===== config.mk =====
export PLATFORM = sky130hd
export DESIGN_NAME = life_solver_wrap_flat
export DESIGN_NICKNAME = d
export VERILOG_FILES = /design/src/rtl/life_solver_wrap_if.sv /design/src/rtl/life_solver_wrap.sv /design/src/flat_wrapper.sv
export SDC_FILE = /design/constraint.sdc
export NUM_CORES = 1
export LEC_CHECK = 0
export CAP_MARGIN = 0
export CORE_MARGIN = 3
export CORE_UTILIZATION = 55
export DETAILED_ROUTE_END_ITERATION = 16
export PLACE_DENSITY = 0.9
export SETUP_SLACK_MARGIN = 0.1
export SYNTH_ARGS = -nofsm -noshare
export SYNTH_HDL_FRONTEND = slang
export SYNTH_SLANG_ARGS = --single-unit

===== constraint.sdc =====
create_clock -name clk -period 5.8 [get_ports clk]
set_input_delay 0.87 -clock clk [delete_from_list [all_inputs] [get_ports clk]]
set_output_delay 0.87 -clock clk [all_outputs]
set_load 0.03 [all_outputs]

===== src/rtl/life_solver_wrap_if.sv =====
// Control handshake and arena B-port signals of the Game-of-Life solver.
interface life_solver_wrap_if #(
    parameter int ARENA_WIDTH   = 10,
    parameter int ROW_SEL_WIDTH = 10,
    parameter int COUNT_WIDTH   = 32
);
    logic                     start;
    logic [COUNT_WIDTH-1:0]   generations_count;
    logic                     ready;
    logic [1:0]               status;
    logic [COUNT_WIDTH-1:0]   generations_done;
    logic [ROW_SEL_WIDTH-1:0] arena_row_select;
    logic [ARENA_WIDTH-1:0]   arena_columns;
    logic [ARENA_WIDTH-1:0]   arena_columns_new;
    logic                     arena_columns_write;

    // slave is the solver; master is the control logic plus the arena RAM
    modport slave (
        input  start, generations_count, arena_columns,
        output ready, status, generations_done,
               arena_row_select, arena_columns_new, arena_columns_write
    );
    modport master (
        output start, generations_count, arena_columns,
        input  ready, status, generations_done,
               arena_row_select, arena_columns_new, arena_columns_write
    );
endinterface


===== src/rtl/life_solver_wrap.sv =====
// In-place Game-of-Life solver over the arena RAM B port, optional toroidal edges,
// early stop on still-life or extinction.
module life_solver_wrap #(
    parameter int ARENA_WIDTH   = 10,
    parameter int ARENA_HEIGHT  = 10,
    parameter int ROW_SEL_WIDTH = 10,
    parameter int COUNT_WIDTH   = 32,
    parameter int WRAP          = 0
) (
    input  logic              clk,
    input  logic              reset,
    life_solver_wrap_if.slave bus
);
    localparam bit                       WRAP_EN    = (WRAP != 0);
    localparam logic [ROW_SEL_WIDTH-1:0] ROW_ONE    = ROW_SEL_WIDTH'(1);
    localparam logic [ROW_SEL_WIDTH-1:0] LAST_ROW   = ROW_SEL_WIDTH'(ARENA_HEIGHT - 1);
    localparam logic [ROW_SEL_WIDTH-1:0] PENULT_ROW = ROW_SEL_WIDTH'(ARENA_HEIGHT - 2);
    localparam logic [1:0] ST_COMPLETED = 2'b00;
    localparam logic [1:0] ST_STABLE    = 2'b01;
    localparam logic [1:0] ST_EXTINCT   = 2'b10;

    typedef enum logic [2:0] {
        S_IDLE, S_P0, S_P1, S_P2, S_WR, S_RD, S_HOLD, S_DONE
    } state_t;

    state_t                   state, state_nx;
    logic [ROW_SEL_WIDTH-1:0] row, row_nx;
    logic [COUNT_WIDTH-1:0]   gens_req, gens_req_nx;
    logic [COUNT_WIDTH-1:0]   gens_done, gens_done_nx;
    logic [1:0]               status, status_nx;
    logic                     changed, changed_nx;
    logic                     alive, alive_nx;

    logic [ARENA_WIDTH-1:0]   prev_row, cur_row, row0_save;
    logic [ARENA_WIDTH-1:0]   next_row, new_row;

    // Bit c of the result holds neighbour cell c+1 (up) or c-1 (dn) of the same row.
    function automatic logic [ARENA_WIDTH-1:0] shift_up(input logic [ARENA_WIDTH-1:0] r);
        return {WRAP_EN & r[0], r[ARENA_WIDTH-1:1]};
    endfunction

    function automatic logic [ARENA_WIDTH-1:0] shift_dn(input logic [ARENA_WIDTH-1:0] r);
        return {r[ARENA_WIDTH-2:0], WRAP_EN & r[ARENA_WIDTH-1]};
    endfunction

    function automatic logic [ARENA_WIDTH-1:0] life_step(
        input logic [ARENA_WIDTH-1:0] prv,
        input logic [ARENA_WIDTH-1:0] cur,
        input logic [ARENA_WIDTH-1:0] nxt
    );
        logic [7:0][ARENA_WIDTH-1:0] nb;
        logic [ARENA_WIDTH-1:0]      res;
        logic [3:0]                  sum;
        nb[0] = shift_up(prv);
        nb[1] = prv;
        nb[2] = shift_dn(prv);
        nb[3] = shift_up(cur);
        nb[4] = shift_dn(cur);
        nb[5] = shift_up(nxt);
        nb[6] = nxt;
        nb[7] = shift_dn(nxt);
        res   = '0;
        for (int c = 0; c < ARENA_WIDTH; c++) begin
            sum = '0;
            for (int k = 0; k < 8; k++) begin
                sum = sum + {3'b000, nb[k][c]};
            end
            res[c] = (sum == 4'd3) | (cur[c] & (sum == 4'd2));
        end
        return res;
    endfunction

    // The bottom row's lower neighbour is the saved old row 0 (torus) or dead cells.
    assign next_row = (row == LAST_ROW) ? (WRAP_EN ? row0_save : '0) : bus.arena_columns;
    assign new_row  = life_step(prev_row, cur_row, next_row);

    assign bus.ready               = (state == S_IDLE);
    assign bus.status              = status;
    assign bus.generations_done    = gens_done;
    assign bus.arena_columns_new   = (state == S_WR) ? new_row : '0;
    assign bus.arena_columns_write = (state == S_WR) && !reset;

    always_comb begin
        bus.arena_row_select = '0;
        case (state)
            S_P0:    bus.arena_row_select = LAST_ROW;
            S_P1:    bus.arena_row_select = '0;
            S_P2:    bus.arena_row_select = ROW_ONE;
            S_WR:    bus.arena_row_select = row;
            S_RD:    bus.arena_row_select = row + ROW_ONE;
            S_HOLD:  bus.arena_row_select = row - ROW_ONE;
            default: bus.arena_row_select = '0;
        endcase
    end

    always_comb begin
        state_nx     = state;
        row_nx       = row;
        gens_req_nx  = gens_req;
        gens_done_nx = gens_done;
        status_nx    = status;
        changed_nx   = changed;
        alive_nx     = alive;
        case (state)
            S_IDLE: begin
                if (bus.start) begin
                    gens_req_nx  = bus.generations_count;
                    gens_done_nx = '0;
                    status_nx    = ST_COMPLETED;
                    state_nx     = (bus.generations_count == '0) ? S_DONE : S_P0;
                end
            end
            S_P0: begin
                changed_nx = 1'b0;
                alive_nx   = 1'b0;
                row_nx     = '0;
                state_nx   = S_P1;
            end
            S_P1: state_nx = S_P2;
            S_P2: state_nx = S_WR;
            S_WR: begin
                changed_nx = changed | (new_row != cur_row);
                alive_nx   = alive | (new_row != '0);
                row_nx     = row + ROW_ONE;
                if (row == LAST_ROW) begin
                    gens_done_nx = gens_done + COUNT_WIDTH'(1);
                    if (!alive_nx) begin
                        status_nx = ST_EXTINCT;
                        state_nx  = S_DONE;
                    end else if (!changed_nx) begin
                        status_nx = ST_STABLE;
                        state_nx  = S_DONE;
                    end else if (gens_done_nx == gens_req) begin
                        status_nx = ST_COMPLETED;
                        state_nx  = S_DONE;
                    end else begin
                        state_nx  = S_P0;
                    end
                end else if (row == PENULT_ROW) begin
                    state_nx = S_HOLD;
                end else begin
                    state_nx = S_RD;
                end
            end
            S_RD, S_HOLD: state_nx = S_WR;
            S_DONE:       state_nx = S_IDLE;
            default:      state_nx = S_IDLE;
        endcase
    end

    always_ff @(posedge clk) begin
        if (reset) begin
            state     <= S_IDLE;
            row       <= '0;
            gens_req  <= '0;
            gens_done <= '0;
            status    <= ST_COMPLETED;
            changed   <= 1'b0;
            alive     <= 1'b0;
        end else begin
            state     <= state_nx;
            row       <= row_nx;
            gens_req  <= gens_req_nx;
            gens_done <= gens_done_nx;
            status    <= status_nx;
            changed   <= changed_nx;
            alive     <= alive_nx;
        end
    end

    // Row window: prev/cur/saved row 0; data only, never reset.
    always_ff @(posedge clk) begin
        case (state)
            S_P1: prev_row <= WRAP_EN ? bus.arena_columns : '0;
            S_P2: begin
                cur_row   <= bus.arena_columns;
                row0_save <= bus.arena_columns;
            end
            S_WR: begin
                prev_row <= cur_row;
                cur_row  <= next_row;
            end
            default: ;
        endcase
    end
endmodule


===== src/flat_wrapper.sv =====
// flat-port wrapper written by rule: the top's interface ports become plain ports
module life_solver_wrap_flat 
#(
    parameter int ARENA_WIDTH   = 10,
    parameter int ARENA_HEIGHT  = 10,
    parameter int ROW_SEL_WIDTH = 10,
    parameter int COUNT_WIDTH   = 32,
    parameter int WRAP          = 0
)
  (clk, reset, bus_start, bus_generations_count, bus_arena_columns, bus_ready, bus_status, bus_generations_done, bus_arena_row_select, bus_arena_columns_new, bus_arena_columns_write);
  life_solver_wrap_if #(.ARENA_WIDTH(ARENA_WIDTH), .ROW_SEL_WIDTH(ROW_SEL_WIDTH), .COUNT_WIDTH(COUNT_WIDTH)) bus_i ();
  input  logic clk;
  input  logic reset;
  input wire logic [$bits(bus_i.start)-1:0] bus_start;
  input wire logic [$bits(bus_i.generations_count)-1:0] bus_generations_count;
  input wire logic [$bits(bus_i.arena_columns)-1:0] bus_arena_columns;
  output wire logic [$bits(bus_i.ready)-1:0] bus_ready;
  output wire logic [$bits(bus_i.status)-1:0] bus_status;
  output wire logic [$bits(bus_i.generations_done)-1:0] bus_generations_done;
  output wire logic [$bits(bus_i.arena_row_select)-1:0] bus_arena_row_select;
  output wire logic [$bits(bus_i.arena_columns_new)-1:0] bus_arena_columns_new;
  output wire logic [$bits(bus_i.arena_columns_write)-1:0] bus_arena_columns_write;
  assign bus_i.start = bus_start;
  assign bus_i.generations_count = bus_generations_count;
  assign bus_i.arena_columns = bus_arena_columns;
  assign bus_ready = bus_i.ready;
  assign bus_status = bus_i.status;
  assign bus_generations_done = bus_i.generations_done;
  assign bus_arena_row_select = bus_i.arena_row_select;
  assign bus_arena_columns_new = bus_i.arena_columns_new;
  assign bus_arena_columns_write = bus_i.arena_columns_write;
  life_solver_wrap #(.ARENA_WIDTH(ARENA_WIDTH), .ARENA_HEIGHT(ARENA_HEIGHT), .ROW_SEL_WIDTH(ROW_SEL_WIDTH), .COUNT_WIDTH(COUNT_WIDTH), .WRAP(WRAP)) u_core (.clk(clk), .reset(reset), .bus(bus_i));
endmodule

### Word-level counts from Yosys, hierarchy flattened

Index checks and enable logic that the tools add are counted.

* eq/ne operators: 34
* shifts and indexed selects: 0
* multiplexer cells: 25
* add/subtract/negate cells: 66
* multiply operators: 0
* bitwise logic cells: 22
* div/mod/pow operators: 0
* reduce and logical (&&, ||, !) cells: 13
* order comparisons: 0

Operators with widths (number)
* $add A4 B1 Y4: 54
* $eq A4 B2 Y1 const B: 20
* $mux W32: 2
* $pmux W32 S2: 1
* $pmux W10 S2: 3
* $pmux W10 S5: 1
* $add A32 B1 Y32 const B: 1
* $eq A32 B32 Y1: 1
* $logic_not A32 Y1: 1
* $eq A10 B4 Y1 const B: 2
* $mux W10: 2
* $add A1 B1 Y2: 9
* $mux W3: 6
* $pmux W3 S6: 1
* $eq A3 B3 Y1 const B: 4
* $mux W2: 6
* $or A1 B1 Y1: 12
* $add A10 B1 Y10 const B: 1
* $and A1 B1 Y1: 10
* $ne A10 B10 Y1: 1
* $reduce_bool A10 Y1: 1
* $sub A10 B1 Y10 const B: 1
* $reduce_bool A2 Y1: 4
* $eq A3 B2 Y1 const B: 2
* other kinds (13): 14

* input bits: 45
* logic and storage cells: 169
* memories kept: 0
* bits in writable memories: 0
* output and inout port bits: 56
* register bits after elaboration: 101
* latch bits: 0
* ROM bits: 0

### Longest topological paths before layout

Gate-level depths: netlist of run 1.

* depth after elaboration: 16
* mapped depth: 20

### Worst setup path after synthesis of run 1

Ideal clock, no wire load.

* path kind: reg2out
* start: reg u_core.row[5]
* end: out bus_arena_columns_new[8]
* slack: 0.009 ns
* data arrival time: 4.921 ns
* cell stages (with the launch flop): 15
* cell sequence: dfxtp_1 clkbuf_1 or4_1 nor4_1 nand2_1 clkbuf_1 and2_1 fa_1 inv_1 fa_1 fa_1 fa_1 nor2_1 a31oi_1 nor4_1

* cells in the longest elaborated chain, start to end: 9

RTL lines
* from (decl): RTL line life_solver_wrap.sv:27 `logic [ROW_SEL_WIDTH-1:0] row, row_nx;`
* from (signal assigned): RTL line life_solver_wrap.sv:162 `row <= row_nx;`
* $eq A10 B4 Y1 (*): RTL line life_solver_wrap.sv:74 `assign next_row = (row == LAST_ROW) ? (WRAP_EN ? row0_save : '0) : bus.arena_columns;`
* $mux W10 (*): RTL line life_solver_wrap.sv:74
* $add A4 B1 Y4 (2 in a row): RTL line life_solver_wrap.sv:66 `sum = sum + {3'b000, nb[k][c]};`
* $add A4 B1 Y4 (*): RTL line life_solver_wrap.sv:66
* $eq A4 B2 Y1: RTL line life_solver_wrap.sv:68 `res[c] = (sum == 4'd3) | (cur[c] & (sum == 4'd2));`
* $and A1 B1 Y1: RTL line life_solver_wrap.sv:68
* $or A1 B1 Y1 (*): RTL line life_solver_wrap.sv:68
* $mux W10 (*): RTL line life_solver_wrap.sv:80 `assign bus.arena_columns_new = (state == S_WR) ? new_row : '0;`
* to (decl): RTL line flat_wrapper.sv:21 `output wire logic [$bits(bus_i.arena_columns_new)-1:0] bus_arena_columns_new;`

Mark *: on every way between the ends. The rest lies on a longest branch, timed or not.

### Worst setup path after layout of run 1

* start: reg u_core.row[4]
* end: out bus_arena_columns_new[8]

Same word-level chain as after synthesis.

==> results.sh, run 1 <==
export IMPL_syn_area_mm2=0.00793
export IMPL_start_kind="flop"
export IMPL_drc=0
export IMPL_hold_violations=0
export IMPL_synth_seq_cells=101
export IMPL_cts_inserted_buffers=9
export IMPL_p_clk_frac=0.314
export IMPL_max_slew_margin=0.235
export IMPL_leakagePower_nw=3.45
export IMPL_synth_top_area_cell="dfxtp_1"
export IMPL_synth_edff_count=20
export IMPL_die_h_um=126
export IMPL_via_per_inst=6.28
export IMPL_cpLargestDelayFamily="adder cells"
export IMPL_io_pins=101
export IMPL_row_count=43
export IMPL_final_max_slew_violation_count=0
export IMPL_synthSimpleGateAreaFrac=0.286
export IMPL_clk_latency_ps=360
export IMPL_yosysWarnings=0
export IMPL_path_buf_inv=3
export IMPL_tns_ps=0
export IMPL_final_util=0.665
export IMPL_dpl_cell_area_mm2=0.00891
export IMPL_antenna_found_initial=0
export IMPL_cp_max_fo=11
export IMPL_cts_tree="built"
export IMPL_period_needed_ps=5570
export IMPL_outcome="finished clean"
export IMPL_routedWlPerCell_um=18.2
export IMPL_syn_inst=1010
export IMPL_yosys_area_share_xor_xnor=0.0552
export IMPL_wirelength_um=22700
export IMPL_p_switching_mw=0.705
export IMPL_synth_top_area_share=0.204
export IMPL_cts_root_buf="clkbuf_16"
export IMPL_synth_cell_types=66
export IMPL_drv_cap=0
export IMPL_grt_max_degree=84
export IMPL_synthMuxAreaShare=0.0117
export IMPL_finalNetCount=1175
export IMPL_rsz0062_at_grt="true"
export IMPL_clockBufferDepth=2
export IMPL_cts_sinks=101
export IMPL_fp_dieW_um=126
export IMPL_ir_worst_vdd_uv=178
export IMPL_synth_top_family_by_area="simple AND/OR/NAND/NOR gates"
export IMPL_grt_first_pass_wirelength_um=36500
export IMPL_tightest_slew_ps=1140
export IMPL_power_frac_comb=0.316
export IMPL_cpPeakStageDelay_ps=570
export IMPL_fmax_mhz=180
export IMPL_powerDensity_mw_per_mm2=225
export IMPL_cts_hold_buf=0
export IMPL_crit_chain="or4_4 > nor4_4 > nand2_2 > buf_4 > and2_1 > fa_1 > inv_1 > fa_1 > fa_1 > fa_1 > nor2_1 > a31oi_1 > nor4_2 > buf_4"
export IMPL_dp_hpwl_um=15800
export IMPL_fin_crit_sh=0.960
export IMPL_design_area_mm2=0.00930
export IMPL_p_int_mw=1.38
export IMPL_diodes=0
export IMPL_synthesis_nets=1123
export IMPL_synth_fa_ha_area_frac=0.141
export IMPL_synth_compound_area_frac=0.157
export IMPL_crit_type="flop to output port"
export IMPL_hold_path_class="flop to flop"
export IMPL_first_pass_iters=8
export IMPL_start_util=0.567
export IMPL_final_common_cell="nand2_1"
export IMPL_end_kind="output port"
export IMPL_die_area_mm2=0.0159
export IMPL_worstPathArrival_ps=4700
export IMPL_cts_htree_levels=3
export IMPL_synthArstFlopShare=0
export IMPL_port_buffers=100
export IMPL_drive_gt1_frac=0.0619
export IMPL_path_clk_slew_ps=70
export IMPL_cp_slowest_cell="or4_4"
export IMPL_num_fill_cells=1123
export IMPL_grt_pass1_vias=7374
export IMPL_p_seq_frac=0.370
export IMPL_synthToLayoutAreaGrowth_pct=17.2
export IMPL_avgSynthCellArea_um2=7.86
export IMPL_core_mm2=0.0140
export IMPL_crit_path_frequent_cell="fa_1"
export IMPL_synthTopCellsByArea="dfxtp_1 20%, fa_1 9.1%, edfxtp_1 7.6%, nand2_1 5.4%, a21oi_1 5.4%"
export IMPL_mostFrequentLayoutCells="114 x nand2_1, 91 x clkdlybuf4s50_1, 88 x nor2_1"
export IMPL_grt_overflow_total=0
export IMPL_ys_seq_area_frac=0.280
export IMPL_drt_iter0_markers=797
export IMPL_rrSetupSlack_ps=410
export IMPL_finClkSkew_ps=13.0
export IMPL_num_vias=7825
export IMPL_gp_congestion=0.905
export IMPL_finalSetupViolations=0
export IMPL_grt_usage=0.279
export IMPL_final_antenna_net_count=0
export IMPL_worstPathRequired_ps=4930
export IMPL_p_sw_frac=0.338
export IMPL_synth_flop_cell="dfxtp_1"
-- worst register-to-register path, delay by kind of cell (launching register included) --
family	cells	cell delay, ps
flops	1	380
simple gates	8	1630
fa+ha+maj	4	1740
mux	1	300
buf+inv	1	180
compound gates	3	990
-- through the flow --
step           power, mW  hold slack (ps)  instances  worst slack (ps)
4_1_cts             2.06              468       1245               111
2_1_floorplan       1.22              441       1010               163
6_report            2.09              468       1247               232
3_5_place_dp        1.39              458       1227               101
5_1_grt             2.19              495       1247              12.3
3_3_place_gp        1.35              456       1227               361
-- layout make-up --
class,count,area [um2],area share
multi-input combinational,773,5230,0.562
sequential,101,2220,0.239
timing repair buffer,111,1060,0.114
clock buffer,11,254,0.0273
inverter,66,248,0.0266
tap,180,225,0.0242
clock inverter,5,62.6,0.00673
-- Yosys cell counts (3+ instances only) --
cell,number
a22oi_1,5
fa_1,36
xnor2_1,32
nor4_1,27
nor3b_1,6
or3_1,9
clkbuf_1,52
a21o_1,3
nand4b_1,5
xor2_1,18
nor2b_1,20
o21ai_0,48
nor4_2,4
a21oi_1,86
nor3_1,26
or4_1,6
a31oi_1,19
a2111oi_0,3
dfxtp_1,81
and3_1,16
or2_2,3
ha_1,32
inv_1,66
nand3_1,28
a211oi_1,5
o22ai_1,8
nor2_1,88
nand3b_1,4
nand2b_1,22
and2_1,27
buf_2,10
o2111ai_1,6
nand4_1,20
buf_4,6
nand2_1,115
mux2i_1,7
edfxtp_1,20
-- registers in the layout (all words and copies together), names as in the netlist --
| signal | count |
|---|---|
| u_core.prev_row | 10 |
| u_core.state | 3 |
| u_core.bus.status | 2 |
| u_core.row | 10 |
| u_core.cur_row | 10 |
| u_core.gens_req | 32 |
| u_core.changed | 1 |
| u_core.alive | 1 |
| u_core.bus.generations_done | 32 |
-- what timing repair did --
item / 4_1_cts / 5_1_grt
setup endpoints to repair: 13 / 12
endpoints found under the hold margin: 0 / 0
buffers inserted: 2 / 2
pin swaps: 2 / 2
gates resized for setup: 5 / 6
-- final timing paths --
kind	from	endpoint	depth (start not counted)
setup reg to reg	u_core.row[4]	u_core.changed	17
hold reg to reg	u_core.gens_req[28]	u_core.gens_req[28]	2
setup / recovery	u_core.row[4]	bus_arena_columns_new[8]	14
hold / removal	u_core.gens_req[28]	u_core.gens_req[28]	2
-- power by group through the flow --
stage	Clock, mW	Combinational [mW]	Sequential, mW
3_5_place_dp	0	0.607	0.788
3_3_place_gp	0	0.568	0.786
5_1_grt	0.687	0.731	0.776
2_1_floorplan	0	0.450	0.774
4_1_cts	0.660	0.627	0.772
6_report	0.656	0.660	0.773
-- cells by family after synthesis --
kind of cell / Yosys count
adders and majority gates: 68
AOI/OAI and AO/OA: 209
muxes: 9
DFF: 101
xor gates and xnor gates: 50
buffers and inverters: 136
and+or+nand+nor: 437
-- metal layers --
metal	GRT usage	vias up	part of all wire
li1	-	3633	-
met3	0.0492	66	0.083
met2	0.463	445	0.48
met1	0.366	3681	0.41
met4	0.107	0	0.029
met5	0	-	0
(Power assumes the default switching activity.)
==> run 2: changes to the inputs <==
--- a/config.mk
+++ b/config.mk
@@ -5,11 +5,11 @@
 export SDC_FILE = /design/constraint.sdc
 export NUM_CORES = 1
 export LEC_CHECK = 0
-export CAP_MARGIN = 0
+export CAP_MARGIN = 5
 export CORE_MARGIN = 3
-export CORE_UTILIZATION = 55
+export CORE_UTILIZATION = 57
 export DETAILED_ROUTE_END_ITERATION = 16
-export PLACE_DENSITY = 0.9
+export PLACE_DENSITY = 0.93
 export SETUP_SLACK_MARGIN = 0.1
 export SYNTH_ARGS = -nofsm -noshare
 export SYNTH_HDL_FRONTEND = slang
==> run 2 against run 1 <==
Clock-buffer cell count is 2 lower. Critical path depth rose by 3. Highest routed layer unchanged. The flow now finishes with violations (setup timing). Sequential share of layout area shrank 0.17 points. Largest cell class unchanged. Non-clock buffer count increased by 3. Total power up 2.6%. Wire length up 4.3%. Flip-flop and latch count did not move.
==> results.sh, run 2 (same netlist as run 1, synthesis figures left out) <==
export IMPL_final_antenna_net_count=0
export IMPL_final_common_cell="nand2_1"
export IMPL_cts_inserted_buffers=9
export IMPL_fin_crit_sh=1.03
export IMPL_total_power_mw=2.14
export IMPL_crit_type="flop to flop"
export IMPL_crit_chain="or4_4 > nor4_4 > nand2_2 > buf_4 > nand2_2 > fa_1 > fa_1 > fa_1 > fa_1 > nor2b_1 > a31oi_1 > nor3_1 > a2111oi_0 > nand4_1 > nand2_1 > o21a_1 > a211oi_1"
export IMPL_cts_tree="built"
export IMPL_finalNetCount=1179
export IMPL_die_area_mm2=0.0154
export IMPL_p_clk_frac=0.313
export IMPL_via_per_inst=6.39
export IMPL_grt_overflow_total=0
export IMPL_cts_htree_levels=3
export IMPL_max_slew_margin=0.126
export IMPL_p_sw_frac=0.357
export IMPL_start_util=0.590
export IMPL_violations="setup timing"
export IMPL_clk_latency_ps=370
export IMPL_drt_iter0_markers=979
export IMPL_grt_max_degree=85
export IMPL_tightest_slew_ps=1310
export IMPL_cpPeakStageDelay_ps=750
export IMPL_worstPathRequired_ps=6000
export IMPL_p_switching_mw=0.764
export IMPL_drc=0
export IMPL_grt_usage=0.297
export IMPL_path_buf_inv=1
export IMPL_finClkSkew_ps=10.6
export IMPL_grt_first_pass_wirelength_um=36100
export IMPL_clockBufferDepth=2
export IMPL_core_mm2=0.0135
export IMPL_fp_dieW_um=124
export IMPL_diodes=0
export IMPL_die_h_um=124
export IMPL_mostFrequentLayoutCells="111 x nand2_1, 91 x clkdlybuf4s50_1, 88 x nor2_1"
export IMPL_hold_violations=0
export IMPL_drv_cap=0
export IMPL_antenna_found_initial=0
export IMPL_dp_hpwl_um=16200
export IMPL_fin_ws_ps=-189
export IMPL_worstPathArrival_ps=6190
export IMPL_hold_path_class="flop to flop"
export IMPL_start_kind="flop"
export IMPL_cts_root_buf="clkbuf_16"
export IMPL_power_frac_comb=0.327
export IMPL_dpl_cell_area_mm2=0.00893
export IMPL_holdPathStages=2
export IMPL_period_needed_ps=5990
export IMPL_final_max_slew_violation_count=0
export IMPL_io_pins=101
export IMPL_cts_sinks=101
export IMPL_ir_worst_vdd_uv=184
export IMPL_end_kind="flop"
export IMPL_outcome="finished, violations left"
export IMPL_synthToLayoutAreaGrowth_pct=18.0
export IMPL_powerDensity_mw_per_mm2=229
export IMPL_worstRegToRegCells=17
export IMPL_drive_gt1_frac=0.0728
export IMPL_row_count=42
export IMPL_wirelength_um=23700
export IMPL_cp_max_fo=11
export IMPL_worst_path_stages=17
export IMPL_p_int_mw=1.38
export IMPL_p_seq_frac=0.360
export IMPL_path_clk_slew_ps=80
export IMPL_fmax_mhz=167
export IMPL_cp_slowest_cell="a2111oi_0"
export IMPL_grt_pass1_vias=7310
export IMPL_final_util=0.696
export IMPL_whs_ps=470
export IMPL_gp_congestion=0.953
export IMPL_routedWlPerCell_um=19.0
export IMPL_place_ws_ps=80.8
export IMPL_design_area_mm2=0.00936
export IMPL_num_fill_cells=1020
export IMPL_first_pass_iters=5
export IMPL_num_vias=7974
export IMPL_finalSetupViolations=5
export IMPL_rsz0062_at_grt="true"
export IMPL_crit_path_frequent_cell="fa_1"
export IMPL_port_buffers=100
export IMPL_leakagePower_nw=3.47
export IMPL_cpLargestDelayFamily="simple AND/OR/NAND/NOR gates"
## run 2: changes by cell type in the layout (fill, tap and decap cells not counted), sizes merged
| cell | before | now |
|---|---|---|
| buf | 20 | 23 |
| clkinv | 1 | 4 |
| clkbuf | 11 | 9 |
| nand2 | 115 | 116 |
| inv | 69 | 68 |
## run 2: area by class of cell
cell class	instances	area, um2	share of cell area
repair buffers	114	1080	0.115
clock inverters	7	105	0.0112
inverters	66	248	0.0265
clock buffers	9	225	0.0241
flip-flops and latches	101	2220	0.238
well taps	176	220	0.0235
multi-input cells	774	5260	0.562
## run 2: final timing paths
| path | from | to | slack [ps] |
|---|---|---|---|
| worst max register to register | u_core.row[4] | u_core.bus.status[0] | -190 |
| worst min-delay path | u_core.gens_req[25] | u_core.gens_req[25] | 470 |
| worst min register to register | u_core.gens_req[25] | u_core.gens_req[25] | 470 |
| worst max-delay path | u_core.row[4] | u_core.bus.status[0] | -190 |
## run 2: tightest hold or removal path, stage by stage, from the launching register on
cell	delay (ps)
dfxtp_1	320
nand2_1	50
a21oi_1	50
## run 2: power by group through the flow
stage | sequential, mW | combinational, mW | clock (mW)
2_1_floorplan | 0.774 | 0.450 | 0
3_3_place_gp | 0.783 | 0.569 | 0
3_5_place_dp | 0.785 | 0.610 | 0
4_1_cts | 0.769 | 0.628 | 0.674
5_1_grt | 0.773 | 0.753 | 0.698
6_report | 0.770 | 0.701 | 0.671
## run 2: layer usage
layer | GRT usage | vias up | share of wire | wire, um
met5 | 0 | - | 0 | 0
met4 | 0.112 | 0 | 0.042 | 992
met3 | 0.0731 | 116 | 0.10 | 2460
met2 | 0.490 | 540 | 0.47 | 11100
met1 | 0.378 | 3680 | 0.39 | 9150
li1 | - | 3638 | - | -
## run 2: what timing repair did
item	4_1_cts	5_1_grt
hold buffers	0	0
gates cloned	1	0
pin swaps	2	7
setup buffers	2	2
endpoints found under the setup margin	12	12
resized for setup	6	14
## run 2: metrics by stage
stage,instances,TNS (ps)
CTS,1245,0
floorplan,1010,0
global route,1247,-1020
global placement,1226,0
finish,1247,-744
detailed placement,1226,0
